<file path="src/rtl/ritc_auto_align.sv">
// Automatic bitslip trainer: walks every deserialized lane, slipping each one until its
// sample word matches the training pattern for MATCH_CYCLES consecutive cycles.
module ritc_auto_align #(
    parameter int unsigned NCH           = 6,
    parameter int unsigned NBIT          = 12,
    parameter int unsigned DESER         = 4,
    parameter logic [DESER-1:0] PATTERN  = 4'b1100,
    parameter int unsigned SETTLE_CYCLES = 8,
    parameter int unsigned MATCH_CYCLES  = 16,
    parameter int unsigned MAX_SLIPS     = 8,
    localparam int unsigned NLANE        = NCH * NBIT,
    localparam int unsigned LW           = (NLANE > 1) ? $clog2(NLANE) : 1
) (
    input  logic                        SYSCLK,
    input  logic                        rst_i,
    input  logic                        start_i,
    input  logic [NCH*NBIT*DESER-1:0]   data_i,
    output logic [NLANE-1:0]            bitslip_o,
    output logic                        train_on_o,
    output logic                        busy_o,
    output logic                        done_o,
    output logic                        fail_o,
    output logic [NLANE-1:0]            fail_mask_o,
    output logic [LW-1:0]               lane_o
);

    localparam int unsigned SCW = (SETTLE_CYCLES > 1) ? $clog2(SETTLE_CYCLES + 1) : 1;
    localparam int unsigned MCW = (MATCH_CYCLES > 1) ? $clog2(MATCH_CYCLES + 1) : 1;
    localparam int unsigned SLW = (MAX_SLIPS > 1) ? $clog2(MAX_SLIPS + 1) : 1;

    localparam logic [SCW-1:0] SettleLast = SCW'(SETTLE_CYCLES - 1);
    localparam logic [MCW-1:0] MatchLast  = MCW'(MATCH_CYCLES - 1);
    localparam logic [SLW-1:0] SlipMax    = SLW'(MAX_SLIPS);
    localparam logic [LW-1:0]  LaneLast   = LW'(NLANE - 1);

    typedef enum logic [2:0] {
        StIdle,
        StSettle,
        StCheck,
        StSlip,
        StNext,
        StDone
    } state_t;

    state_t             state;
    logic [SCW-1:0]     settle_cnt;
    logic [MCW-1:0]     match_cnt;
    logic [SLW-1:0]     slips;

    logic [NLANE-1:0][DESER-1:0] lane_words;
    logic [NLANE-1:0]            lane_onehot;
    logic                        lane_match;

    // Regroup the channel-major input so each lane's DESER samples sit together.
    for (genvar c = 0; c < NCH; c++) begin : g_ch
        for (genvar b = 0; b < NBIT; b++) begin : g_bit
            for (genvar s = 0; s < DESER; s++) begin : g_smp
                assign lane_words[c*NBIT+b][s] = data_i[(c*DESER+s)*NBIT+b];
            end
        end
    end

    assign lane_match = (lane_words[lane_o] == PATTERN);

    always_comb begin
        lane_onehot         = '0;
        lane_onehot[lane_o] = 1'b1;
    end

    always_ff @(posedge SYSCLK) begin
        if (rst_i) begin
            state       <= StIdle;
            settle_cnt  <= '0;
            match_cnt   <= '0;
            slips       <= '0;
            lane_o      <= '0;
            bitslip_o   <= '0;
            train_on_o  <= 1'b0;
            busy_o      <= 1'b0;
            done_o      <= 1'b0;
            fail_o      <= 1'b0;
            fail_mask_o <= '0;
        end else begin
            bitslip_o <= '0;
            case (state)
                StIdle, StDone: begin
                    if (start_i) begin
                        state       <= StSettle;
                        lane_o      <= '0;
                        slips       <= '0;
                        settle_cnt  <= '0;
                        fail_mask_o <= '0;
                        fail_o      <= 1'b0;
                        done_o      <= 1'b0;
                        busy_o      <= 1'b1;
                        train_on_o  <= 1'b1;
                    end
                end
                StSettle: begin
                    if (settle_cnt == SettleLast) begin
                        state     <= StCheck;
                        match_cnt <= '0;
                    end else begin
                        settle_cnt <= settle_cnt + 1'b1;
                    end
                end
                StCheck: begin
                    if (lane_match) begin
                        if (match_cnt == MatchLast) begin
                            state <= StNext;
                        end else begin
                            match_cnt <= match_cnt + 1'b1;
                        end
                    end else if (slips == SlipMax) begin
                        fail_mask_o[lane_o] <= 1'b1;
                        state               <= StNext;
                    end else begin
                        bitslip_o <= lane_onehot;
                        state     <= StSlip;
                    end
                end
                StSlip: begin
                    slips      <= slips + 1'b1;
                    settle_cnt <= '0;
                    state      <= StSettle;
                end
                StNext: begin
                    if (lane_o == LaneLast) begin
                        state      <= StDone;
                        done_o     <= 1'b1;
                        busy_o     <= 1'b0;
                        train_on_o <= 1'b0;
                        fail_o     <= |fail_mask_o;
                    end else begin
                        lane_o     <= lane_o + 1'b1;
                        slips      <= '0;
                        settle_cnt <= '0;
                        state      <= StSettle;
                    end
                end
                default: state <= StIdle;
            endcase
        end
    end

endmodule
</file>
<file path="config.mk">
export PLATFORM = sky130hd
export DESIGN_NAME = ritc_auto_align
export DESIGN_NICKNAME = d
export VERILOG_FILES = /design/src/rtl/ritc_auto_align.sv
export SDC_FILE = /design/constraint.sdc
export NUM_CORES = 1
export LEC_CHECK = 0
export ABC_AREA = 1
export CAP_MARGIN = 10
export CELL_PAD_IN_SITES_DETAIL_PLACEMENT = 1
export CELL_PAD_IN_SITES_GLOBAL_PLACEMENT = 1
export CORE_AREA = 5 5 196 198
export CTS_CLUSTER_SIZE = 10
export DETAILED_ROUTE_END_ITERATION = 6
export DIE_AREA = 0 0 201 203
export GPL_ROUTABILITY_DRIVEN = 0
export PLACE_DENSITY = 0.85
export SKIP_LAST_GASP = 1
export SLEW_MARGIN = 5
export SYNTH_ARGS = -nofsm -noshare
export SYNTH_HDL_FRONTEND = slang
export SYNTH_SLANG_ARGS = --single-unit
</file>
<file path="constraint.sdc">
create_clock -name SYSCLK -period 3 [get_ports SYSCLK]
set_input_delay 0.6 -clock SYSCLK [delete_from_list [all_inputs] [get_ports SYSCLK]]
set_output_delay 0.6 -clock SYSCLK [all_outputs]
set_load 0.005 [all_outputs]
</file>
Yosys cells after proc, flatten, opt, wreduce, memory -nomap -nowiden
Index checks and enable logic that the tools add are counted.

word-level totals
  register bits = 170
  output and inout port bits = 155
  input port bits = 291

operators by class
  equality and inequality tests = 20
  bitwise logic cells = 2
  add/sub/neg operators = 4
  order comparisons = 2
  reductions and logical operators = 17
  multiplexer cells = 35

operator list
  cell                                                                count
  2-to-1 mux 72 bit                                                   3
  case mux 72 bit (2 select lines)                                    1
  OR 72 bit                                                           1
  OR reduction 72 bit                                                 1
  binary-select mux 4 bit (select 7 bit)                              1
  2-to-1 mux 3 bit                                                    6
  inequality test 2 bit (second input constant)                       9
  2-to-1 mux 4 bit                                                    4
  case mux 4 bit (4 select lines)                                     1
  2-to-1 mux 5 bit                                                    3
  case mux 3 bit (5 select lines)                                     1
  2-to-1 mux 7 bit                                                    2
  case mux 7 bit (2 select lines)                                     1
  case mux 4 bit (3 select lines)                                     1
  AND reduction 3 bit                                                 4
  AND reduction 4 bit                                                 3
  case mux 5 bit (2 select lines)                                     1
  adder 4 x 1 -> 4 bit (second input constant)                        2
  equality test 4 bit (second input constant)                         2
  < comparator 7 x 8 -> 1 bit (second input constant)                 1
  adder 7 x 1 -> 7 bit (second input constant)                        1
  demux 1 bit (select 7 bit)                                          1
  equality test 7 bit (second input constant)                         1
  greater-or-equal comparator 7 x 1 -> 1 bit (second input constant)  1
  17 further kinds                                                    28

Logic depth before layout (Yosys ltp)
Gate-level depths: netlist of run 1.

  word-level depth = 8
  gate-level depth with buffers = 20
  depth with buffers taken out = 18

Worst setup path after synthesis of run 1
OpenSTA, ideal clock, no wires.

  path kind = reg2reg
  start point = register lane_o[1]
  end point = register fail_mask_o[0]
  setup slack = 747 ps
  clock period less this slack = 2253 ps
  arrival time = 2121 ps
  path buffers = 4
  stages on the path, launching flop included = 18
  cell sequence = dfxtp_1 buf_6 inv_2 nor2_4 nand2_4 inv_2 buf_4 nand2_1 nand4_1 o21ai_1 nand2_1 nor2_1 nor2_1 nand3_2 buf_6 buf_6 nand4_1 a21oi_1

on the way
  word-level cells in the longest chain between the ends = 8
  elaborated cells between the ends (all ways) = 14

ends and longest elaborated chain
  element                                                                                                          RTL line  source
  start: declaration                                                                                               24        output logic [LW-1:0] lane_o
  start signal: assignment                                                                                         135       lane_o <= lane_o + 1'b1;
  < comparator 7 x 8 -> 1 bit (implied by the code) or greater-or-equal comparator 7 x 1 -> 1 bit (tied branches)  115       fail_mask_o[lane_o] <= 1'b1;
  logical AND 1 bit (implied by the code)                                                                          115
  2-to-1 mux 1 bit (implied by the code)                                                                           115
  demux 1 bit (select 7 bit)                                                                                       115
  OR 72 bit (no line)                                                                                              -
  2-to-1 mux 72 bit                                                                                                114       end else if (slips == SlipMax) begin
  2-to-1 mux 72 bit                                                                                                108       if (lane_match) begin
  case mux 72 bit (2 select lines)                                                                                 85        case (state)
  end signal: assignment                                                                                           82        fail_mask_o <= '0;
  end signal: assignment                                                                                           92        fail_mask_o <= '0;
  end signal: indexed assignment                                                                                   115
  end: declaration                                                                                                 23        output logic [NLANE-1:0] fail_mask_o,

Parallel ways exist; a longest one is shown, timed or not. The select of a mux whose other input is x is not followed.
A chain may end at the register's enable or synchronous reset.

Worst setup path after layout of run 1
  start point = register lane_o[2]
  end point = register bitslip_o[30]

on the way
  word-level cells in the longest chain between the ends = 4
  elaborated cells between the ends (all ways) = 9

ends and longest elaborated chain
  element                                                                      RTL line  source
  binary-select mux 4 bit (select 7 bit) (tied with other cells)               63        assign lane_match = (lane_words[lane_o] == PATTERN);
  2-to-1 mux 4 bit (implied by the code) or logical AND 1 bit (tied branches)  63, 67
  equality test 4 bit or 2-to-1 mux 1 bit (tied branches)                      63, 67
  OR reduction 4 bit (no line) or demux 1 bit (select 7 bit) (tied branches)   -
  end signal: assignment                                                       118       bitslip_o <= lane_onehot;
  end: declaration                                                             18        output logic [NLANE-1:0] bitslip_o,

Parallel ways exist; a longest one is shown, timed or not. The select of a mux whose other input is x is not followed.

==> metrics.txt, run 1 <==
Avg Inst Size Synth=6.294 um^2; Simple-Gate Fraction of Synth Area=0.4526; Yosys Warn Count=0; area of the core=0.03635 mm^2; Post-Synth XOR/XNOR Area=0.0008724; vias in the first global route=13312; worst relative slew slack=0.5821; final period utilization=0.9849; H-tree depth=4; DRT antenna net count=0; setup ws final=0.04544 ns; combinational share of power=0.395; crit path cell chain=buf_4 -> nand2_2 -> inv_2 -> nand2_2 -> inv_1 -> nand2_1 -> nand4_1 -> o21ai_1 -> nand2_1 -> nor2_1 -> nor2_1 -> nand2_1 -> nand4_4 -> buf_4 -> nor3_2; Clock Latency Late Sink=0.44 ns; Peak Freq=338.5 MHz; Final Hold Vio Count=0; post-synthesis adder-cell area fraction=0.007478; worst vdd ir=0.5341 mV; Startpoint Class=flop; Rows=70; largest net degree at the start of global routing=68; Seq cells post-synth=170; Post-Place Worst Slack=-0.1359 ns; Slew @ Worst Pin=0.6215 ns; Hold Startpoint=fail_o$_SDFFE_PP0P_; Internal Power=0.004836 W; DR vias=12312; cell area after synthesis=0.01004 mm^2; Max Fanout on Critical Path=13; TritonRoute pass-1 iters=5; most frequent cells in the layout=nand2_1, clkdlybuf4s50_1, inv_1; first-pass GRT wire length=75520 um; hpwl dp=38890 um; Worst Setup SP=lane_o[2]$_SDFFE_PP0P_; CTS tree=yes; clock slew at reported path FFs=0.08 ns; main combinational cell family by area after synthesis=simple AND/OR/NAND/NOR gates; total of max-cap violations=0; Starting Density=0.2762; Die ar.=0.04080 mm^2; GRT Util Overall=0.2334; CTS root buf=clkbuf_16; nets=2355; clk sinks=170; Pwr Density=479.9 mW/mm^2; final design utilization=0.4456; CP max stage cell=o21ai_1; CP Data Required Time=3.33 ns; Switch Pwr=0.002937 W; area grow syn2layout=61.33%; DR WL/cell=19.55 um; antenna violations before repair=6; Fill cells=4549; worst flop-to-flop path startpoint=lane_o[2]$_SDFFE_PP0P_; mux cell area share after synthesis=0; chip height=203 um; routed wire length=49730 um; I/O pin cnt=446; critical path type=reg -> reg; layout cells sized above 1=0.1057; status=complete, no violations; Synth cell types=39; most common cell after layout, fill and taps aside=nand2_1; 1st-iter DRT viols=640; Bufs on Longest Clock Path=2; Crit. End Element=flop; Compound-Gate Fraction of Synth Area=0.06157; Final setup viols=0; Post-route DRC=0; Sw Share=0.3778; Slowest Stage Delay on Critical Path=0.43 ns; Die W=201 um; GRT overflow=0; port buffer count=445; Inserted Clock Buffers=17; clock share of power=0.303; hold slack=0.4761 ns; Pleak=6.961 nW; Final Skew=0.01780 ns; RSZ-0062 raised after global routing=true; min Tclk post-route=2.955 ns; arrival time worst endpoint=3.28 ns; pins over their slew limit=0; CP most frequent cell=nand2_1; syn_nets=1892; power share of the sequential group=0.302; sequential-to-total area share from yosys stat=0.3390; Tightest Hold Check Type=reg -> reg; Gate Count Post-Synth=1595; DR vias/cell=4.840
## cell usage after synthesis, drive strengths merged
master / number / area [um^2]
buf: 63 / 377.9
inv: 246 / 925.9
a2111oi: 1 / 8.760
or2: 8 / 50.05
a211oi: 2 / 15.01
nand3: 75 / 380.4
nor2: 104 / 429.2
o21bai: 1 / 7.510
clkinv: 3 / 11.26
xnor2: 1 / 8.760
o211ai: 1 / 7.510
o21a: 6 / 45.04
ha: 6 / 75.07
nor4: 16 / 100.1
a31oi: 1 / 6.260
o21ai: 14 / 70.06
a21oi: 90 / 450.4
nand2: 609 / 2338
nand4: 83 / 534.3
nor3: 72 / 696.9
dfxtp: 170 / 3403
o31ai: 1 / 7.510
clkbuf: 20 / 75.07
nor3b: 2 / 15.01
## logic make-up (layout without fill, tap and decap cells)
kind of cell | count (synthesis) | in the layout
AOI/OAI and AO/OA | 117 | 117
xor gates and xnor gates | 1 | 1
adders and majority gates | 6 | 6
buffers and inverters | 332 | 808
DFF | 170 | 170
other | 0 | 5
and+or+nand+nor | 969 | 969
## layer usage
layer / GRT usage / vias up / part of all wire
met5: 0 / - / 0.00014
met4: 0.1241 / 2 / 0.052
met3: 0.04648 / 125 / 0.056
met2: 0.4193 / 446 / 0.50
met1: 0.2604 / 5827 / 0.39
li1: - / 5912 / -
## final timing paths
kind | to | slack [ns] | cells past startpoint
setup / recovery | bitslip_o[30]$_SDFF_PP0_ | 0.05 | 15
hold / removal | fail_o$_SDFFE_PP0P_ | 0.48 | 2
setup reg to reg | bitslip_o[30]$_SDFF_PP0_ | 0.05 | 15
hold reg to reg | fail_o$_SDFFE_PP0P_ | 0.48 | 2
## state kept, by name, indices dropped and copies added, names as in the netlist, 3 cells and up
register and flops:
state 3, lane_o 7, fail_mask_o 72, slips 4
bitslip_o 72, match_cnt 5, settle_cnt 4
## worst max-delay path: cells and delay by family (launching register included)
kind / cells / cell delay (ns)
flip-flops: 1 / 0.34
AND/OR/NAND/NOR: 10 / 1.30
buffers and inverters: 4 / 0.74
AO/OA/AOI/OAI: 1 / 0.43
## power by group through the flow
| stage | clock, W | sequential (W) | combinational, W |
|---|---|---|---|
| finish | 0.00235 | 0.00235 | 0.00307 |
| global placement | 0 | 0.00242 | 0.00281 |
| CTS | 0.00238 | 0.00234 | 0.00301 |
| global route | 0.00248 | 0.00235 | 0.00339 |
| detailed placement | 0 | 0.00242 | 0.00289 |
| floorplan | 0 | 0.00238 | 0.00172 |
## through the flow
step	power, W	cells	area [um^2]	setup TNS, ns
floorplan	0.004094	1595	10040	0
global placement	0.005233	2491	15290	-0.3413
detailed placement	0.005313	2491	15290	-1.577
CTS	0.007731	2534	16090	0
global route	0.008222	2544	16200	-0.6303
finish	0.007773	2544	16200	0
## layout make-up
| cell class | count | area [um^2] | area share |
|---|---|---|---|
| well taps | 468 | 585.6 | 0.03615 |
| clock inverters | 13 | 178.9 | 0.01105 |
| flip-flops and latches | 170 | 3411 | 0.2106 |
| repair buffers | 527 | 5328 | 0.3289 |
| inverters | 249 | 939.7 | 0.05801 |
| multi-input cells | 1093 | 5299 | 0.3272 |
| clock buffers | 19 | 442.9 | 0.02735 |
| diodes | 5 | 12.51 | 0.0007725 |
## what timing repair did
item / 4_1_cts / 5_1_grt
buffers inserted: 11 / 4
hold buffers: 0 / 0
gates cloned: 0 / 1
pin swaps: 2 / 0
setup endpoints to repair: 79 / 62
gates resized for setup: 2 / 8
No activity file was read; power rests on OpenSTA's default activity.
==> run 2: changes to the inputs <==
--- a/config.mk
+++ b/config.mk
@@ -9,14 +9,16 @@
 export CAP_MARGIN = 10
 export CELL_PAD_IN_SITES_DETAIL_PLACEMENT = 1
 export CELL_PAD_IN_SITES_GLOBAL_PLACEMENT = 1
-export CORE_AREA = 5 5 196 198
+export CORE_AREA = 5 5 193 195
+export CTS_BUF_LIST = sky130_fd_sc_hd__clkbuf_8
 export CTS_CLUSTER_SIZE = 10
 export DETAILED_ROUTE_END_ITERATION = 6
-export DIE_AREA = 0 0 201 203
+export DIE_AREA = 0 0 198 200
 export GPL_ROUTABILITY_DRIVEN = 0
-export PLACE_DENSITY = 0.85
+export PLACE_DENSITY = 0.87
 export SKIP_LAST_GASP = 1
 export SLEW_MARGIN = 5
 export SYNTH_ARGS = -nofsm -noshare
 export SYNTH_HDL_FRONTEND = slang
 export SYNTH_SLANG_ARGS = --single-unit
+export TNS_END_PERCENT = 30
==> run 2 against run 1 <==
Core utilization is 0.24 points higher. Routed wire length fell by 2.0%. Critical endpoint is now fail_mask_o[1]$_SDFFE_PP0P_. Via count is 0.91% lower. Critical path type unchanged. Power shrank 8.2%. Fmax up 2.7%. Count of clock-buffer cells in the layout down 1. Clock power fell by 23%. Die area down 2.9%. Highest routed layer is now met4.
==> metrics.txt, run 2 (same netlist as run 1, synthesis figures left out) <==
area taken by flip-flops and latches=0.003411 mm^2 (unchanged); RR Endpoint=fail_mask_o[1]$_SDFFE_PP0P_; worst vdd ir=0.2347 mV (-56%); delay-heaviest family, CP=simple AND/OR/NAND/NOR gates; Final Hold Vio Count=0 (unchanged); Startpoint Class=flop; Clock Latency Late Sink=0.46 ns (+0.02 ns); Top Registers=bitslip_o: 72 flops, fail_mask_o: 72 flops, lane_o: 7 flops; clock slew at reported path FFs=0.12 ns (+0.04 ns); pins over their slew limit=0 (unchanged); crit path cell chain=buf_4 -> nand2_2 -> inv_2 -> nand2_4 -> inv_1 -> nand2_1 -> nand4_1 -> o21ai_1 -> nand2_1 -> nor2_1 -> nor2_1 -> nand3_4 -> buf_4 -> nand4_1 -> a21oi_1; area of the core=0.03522 mm^2 (-3.1%); Final setup viols=0 (unchanged); I/O pin cnt=446 (unchanged); critical path type=reg -> reg; worst flop-to-flop path startpoint=lane_o[2]$_SDFFE_PP0P_; Hold Startpoint=fail_o$_SDFFE_PP0P_; Die W=198 um (-1.5%); CP max stage cell=dfxtp_1; H-tree depth=4 (unchanged); antenna violations before repair=2 (-4); chip height=200 um (-1.5%); Bufs on Longest Clock Path=2 (unchanged); Power, Total=0.007138 W (-8.2%); CTS tree=yes; Critical path buffers and inverters=4 (unchanged); routed wl met3=2679 um (-4.2%); hpwl dp=38310 um (-1.5%); Crit. End Element=flop; Post-route DRC=0 (unchanged); Starting Density=0.2850 (+0.008811); GRT Util Overall=0.2315 (-0.001892); DR vias=12200 (-0.91%); first-pass GRT wire length=72400 um (-4.1%); DR vias/cell=4.847 (+0.15%); TritonRoute pass-1 iters=5 (unchanged); Tightest Hold Check Type=reg -> reg; clk sinks=170 (unchanged); Max Fanout on Critical Path=19 (+6); Reg2Reg Depth=15 (unchanged); worst relative slew slack=0.5131 (-0.06904); arrival time worst endpoint=3.25 ns (-0.03 ns); area grow syn2layout=57.18%; Final Instance Area=0.01578 mm^2 (-2.6%); total of max-cap violations=0 (unchanged); DR WL/cell=19.36 um (-0.98%); status=complete, no violations; CP Data Required Time=3.37 ns (+0.04 ns); Slew @ Worst Pin=0.7304 ns (+0.1089 ns); CTS root buf=clkbuf_8; 1st-iter DRT viols=575 (-10%); most common cell after layout, fill and taps aside=nand2_1; hold_buf cts=0 (unchanged); WL met1=19210 um (-0.20%); Slowest Stage Delay on Critical Path=0.32 ns (-0.11 ns); nets=2336 (-0.81%); area post-placement=0.01513 mm^2 (-1.1%); Final Skew=0.01643 ns (-0.001369 ns); DRT antenna net count=0 (unchanged); Fill cells=4518 (-0.68%); Pleak=6.769 nW (-2.8%); Critical Path Stages=15 (unchanged); most frequent cells in the layout=nand2_1, clkdlybuf4s50_1, inv_1; hold depth=2 (unchanged); port buffer count=445 (unchanged); vias in the first global route=13121 (-1.4%); met2 WL=25130 um (+0.12%); layout cells sized above 1=0.09698 (-0.008767); Multi-input gate area=0.005296 mm^2 (about the same); Inserted Clock Buffers=17 (unchanged); Rows=69 (-1.4%); Die ar.=0.03960 mm^2 (-2.9%); Endpoint, Worst Hold=fail_o$_SDFFE_PP0P_; Peak Freq=347.6 MHz (+2.7%); final period utilization=0.9589 (-0.02596); top sig layer=met4; routed wire length=48720 um (-2.0%); largest net degree at the start of global routing=72 (+5.9%); R2R Setup Slk=0.12 ns (+0.08 ns); GRT overflow=0 (unchanged); min Tclk post-route=2.877 ns (-0.07789 ns); Pwr Density=452.3 mW/mm^2 (-5.7%)
## run 2: cell types whose count changed in the layout (fill, tap and decap cells not counted), moves of 2 or more
cell / delta
buf_12: -14
buf_16: +2
buf_4: -9
bufinv_16: -2
clkbuf_16: -14
clkbuf_8: +17
clkinv_4: -2
clkinv_8: +4
inv_6: -4
inv_8: +5
nor2_1: +3
nor2_2: -3
## run 2: where the power goes
part | internal, W | leakage (nW) | total (W) | switching [W]
Sequential | 0.00230 | 1.37 | 0.00235 | 0.0000516
Combinational | 0.00111 | 5.18 | 0.00298 | 0.00187
Clock | 0.000752 | 0.219 | 0.00181 | 0.00105
## run 2: metrics by stage
stage               setup TNS [ns]    util  hold WS (ns)  cells  worst slack (ns)
floorplan                        0       -        0.4406   1595            0.7468
global placement           -0.1570  0.4295        0.4525   2473          -0.02682
detailed placement         -0.5671  0.4295        0.4623   2473          -0.05712
CTS                              0  0.4421        0.4805   2505           0.03309
global route              -0.05998  0.4479        0.4910   2515          -0.03162
finish                           0  0.4480        0.4749   2517            0.1233
## run 2: worst register-to-register path: cells and delay by family, from the launching register on
family	cells	cell delay, ns
and+or+nand+nor	9	1.19
buffers and inverters	4	0.75
AOI/OAI and AO/OA	2	0.53
DFF	1	0.32
## run 2: worst max path at each step
| stage | from | to |
|---|---|---|
| 4_1_cts | lane_o[1]$_SDFFE_PP0P_ | fail_mask_o[8]$_SDFFE_PP0P_ |
| 6_report | lane_o[2]$_SDFFE_PP0P_ | fail_mask_o[1]$_SDFFE_PP0P_ |
| 5_1_grt | lane_o[0]$_SDFFE_PP0P_ | match_cnt[4]$_SDFFE_PP0P_ |
| 3_5_place_dp | data_i[9] | fail_mask_o[8]$_SDFFE_PP0P_ |
| 2_1_floorplan | lane_o[1]$_SDFFE_PP0P_ | fail_mask_o[0]$_SDFFE_PP0P_ |
| 3_3_place_gp | data_i[110] | fail_mask_o[12]$_SDFFE_PP0P_ |
## run 2: timing repair
item                       CTS  global route
setup buffers                0             4
setup endpoints to repair    0           140
resized for setup            0            12
## run 2: per-layer routing
layer | vias up | GRT usage
li1 | 5867 | -
met1 | 5822 | 0.2656
met2 | 414 | 0.4307
met3 | 97 | 0.03693
met4 | 0 | 0.09054
met5 | - | 0
## run 2: layout make-up
| type | instances | area share |
|---|---|---|
| multi-input combinational | 1093 | 0.3356 |
| timing repair buffer | 508 | 0.3231 |
| sequential | 170 | 0.2161 |
| inverter | 249 | 0.05986 |
| tap | 461 | 0.03655 |
| clock buffer | 18 | 0.01570 |
| clock inverter | 14 | 0.01237 |
| antenna | 4 | 0.0006343 |
==> run 3: changes to the inputs <==
--- a/config.mk
+++ b/config.mk
@@ -6,7 +6,6 @@
 export NUM_CORES = 1
 export LEC_CHECK = 0
 export ABC_AREA = 1
-export CAP_MARGIN = 10
 export CELL_PAD_IN_SITES_DETAIL_PLACEMENT = 1
 export CELL_PAD_IN_SITES_GLOBAL_PLACEMENT = 1
 export CORE_AREA = 5 5 193 195
==> results of run 3 <==
Final layout, timing and power as in run 2 (identical DEF).
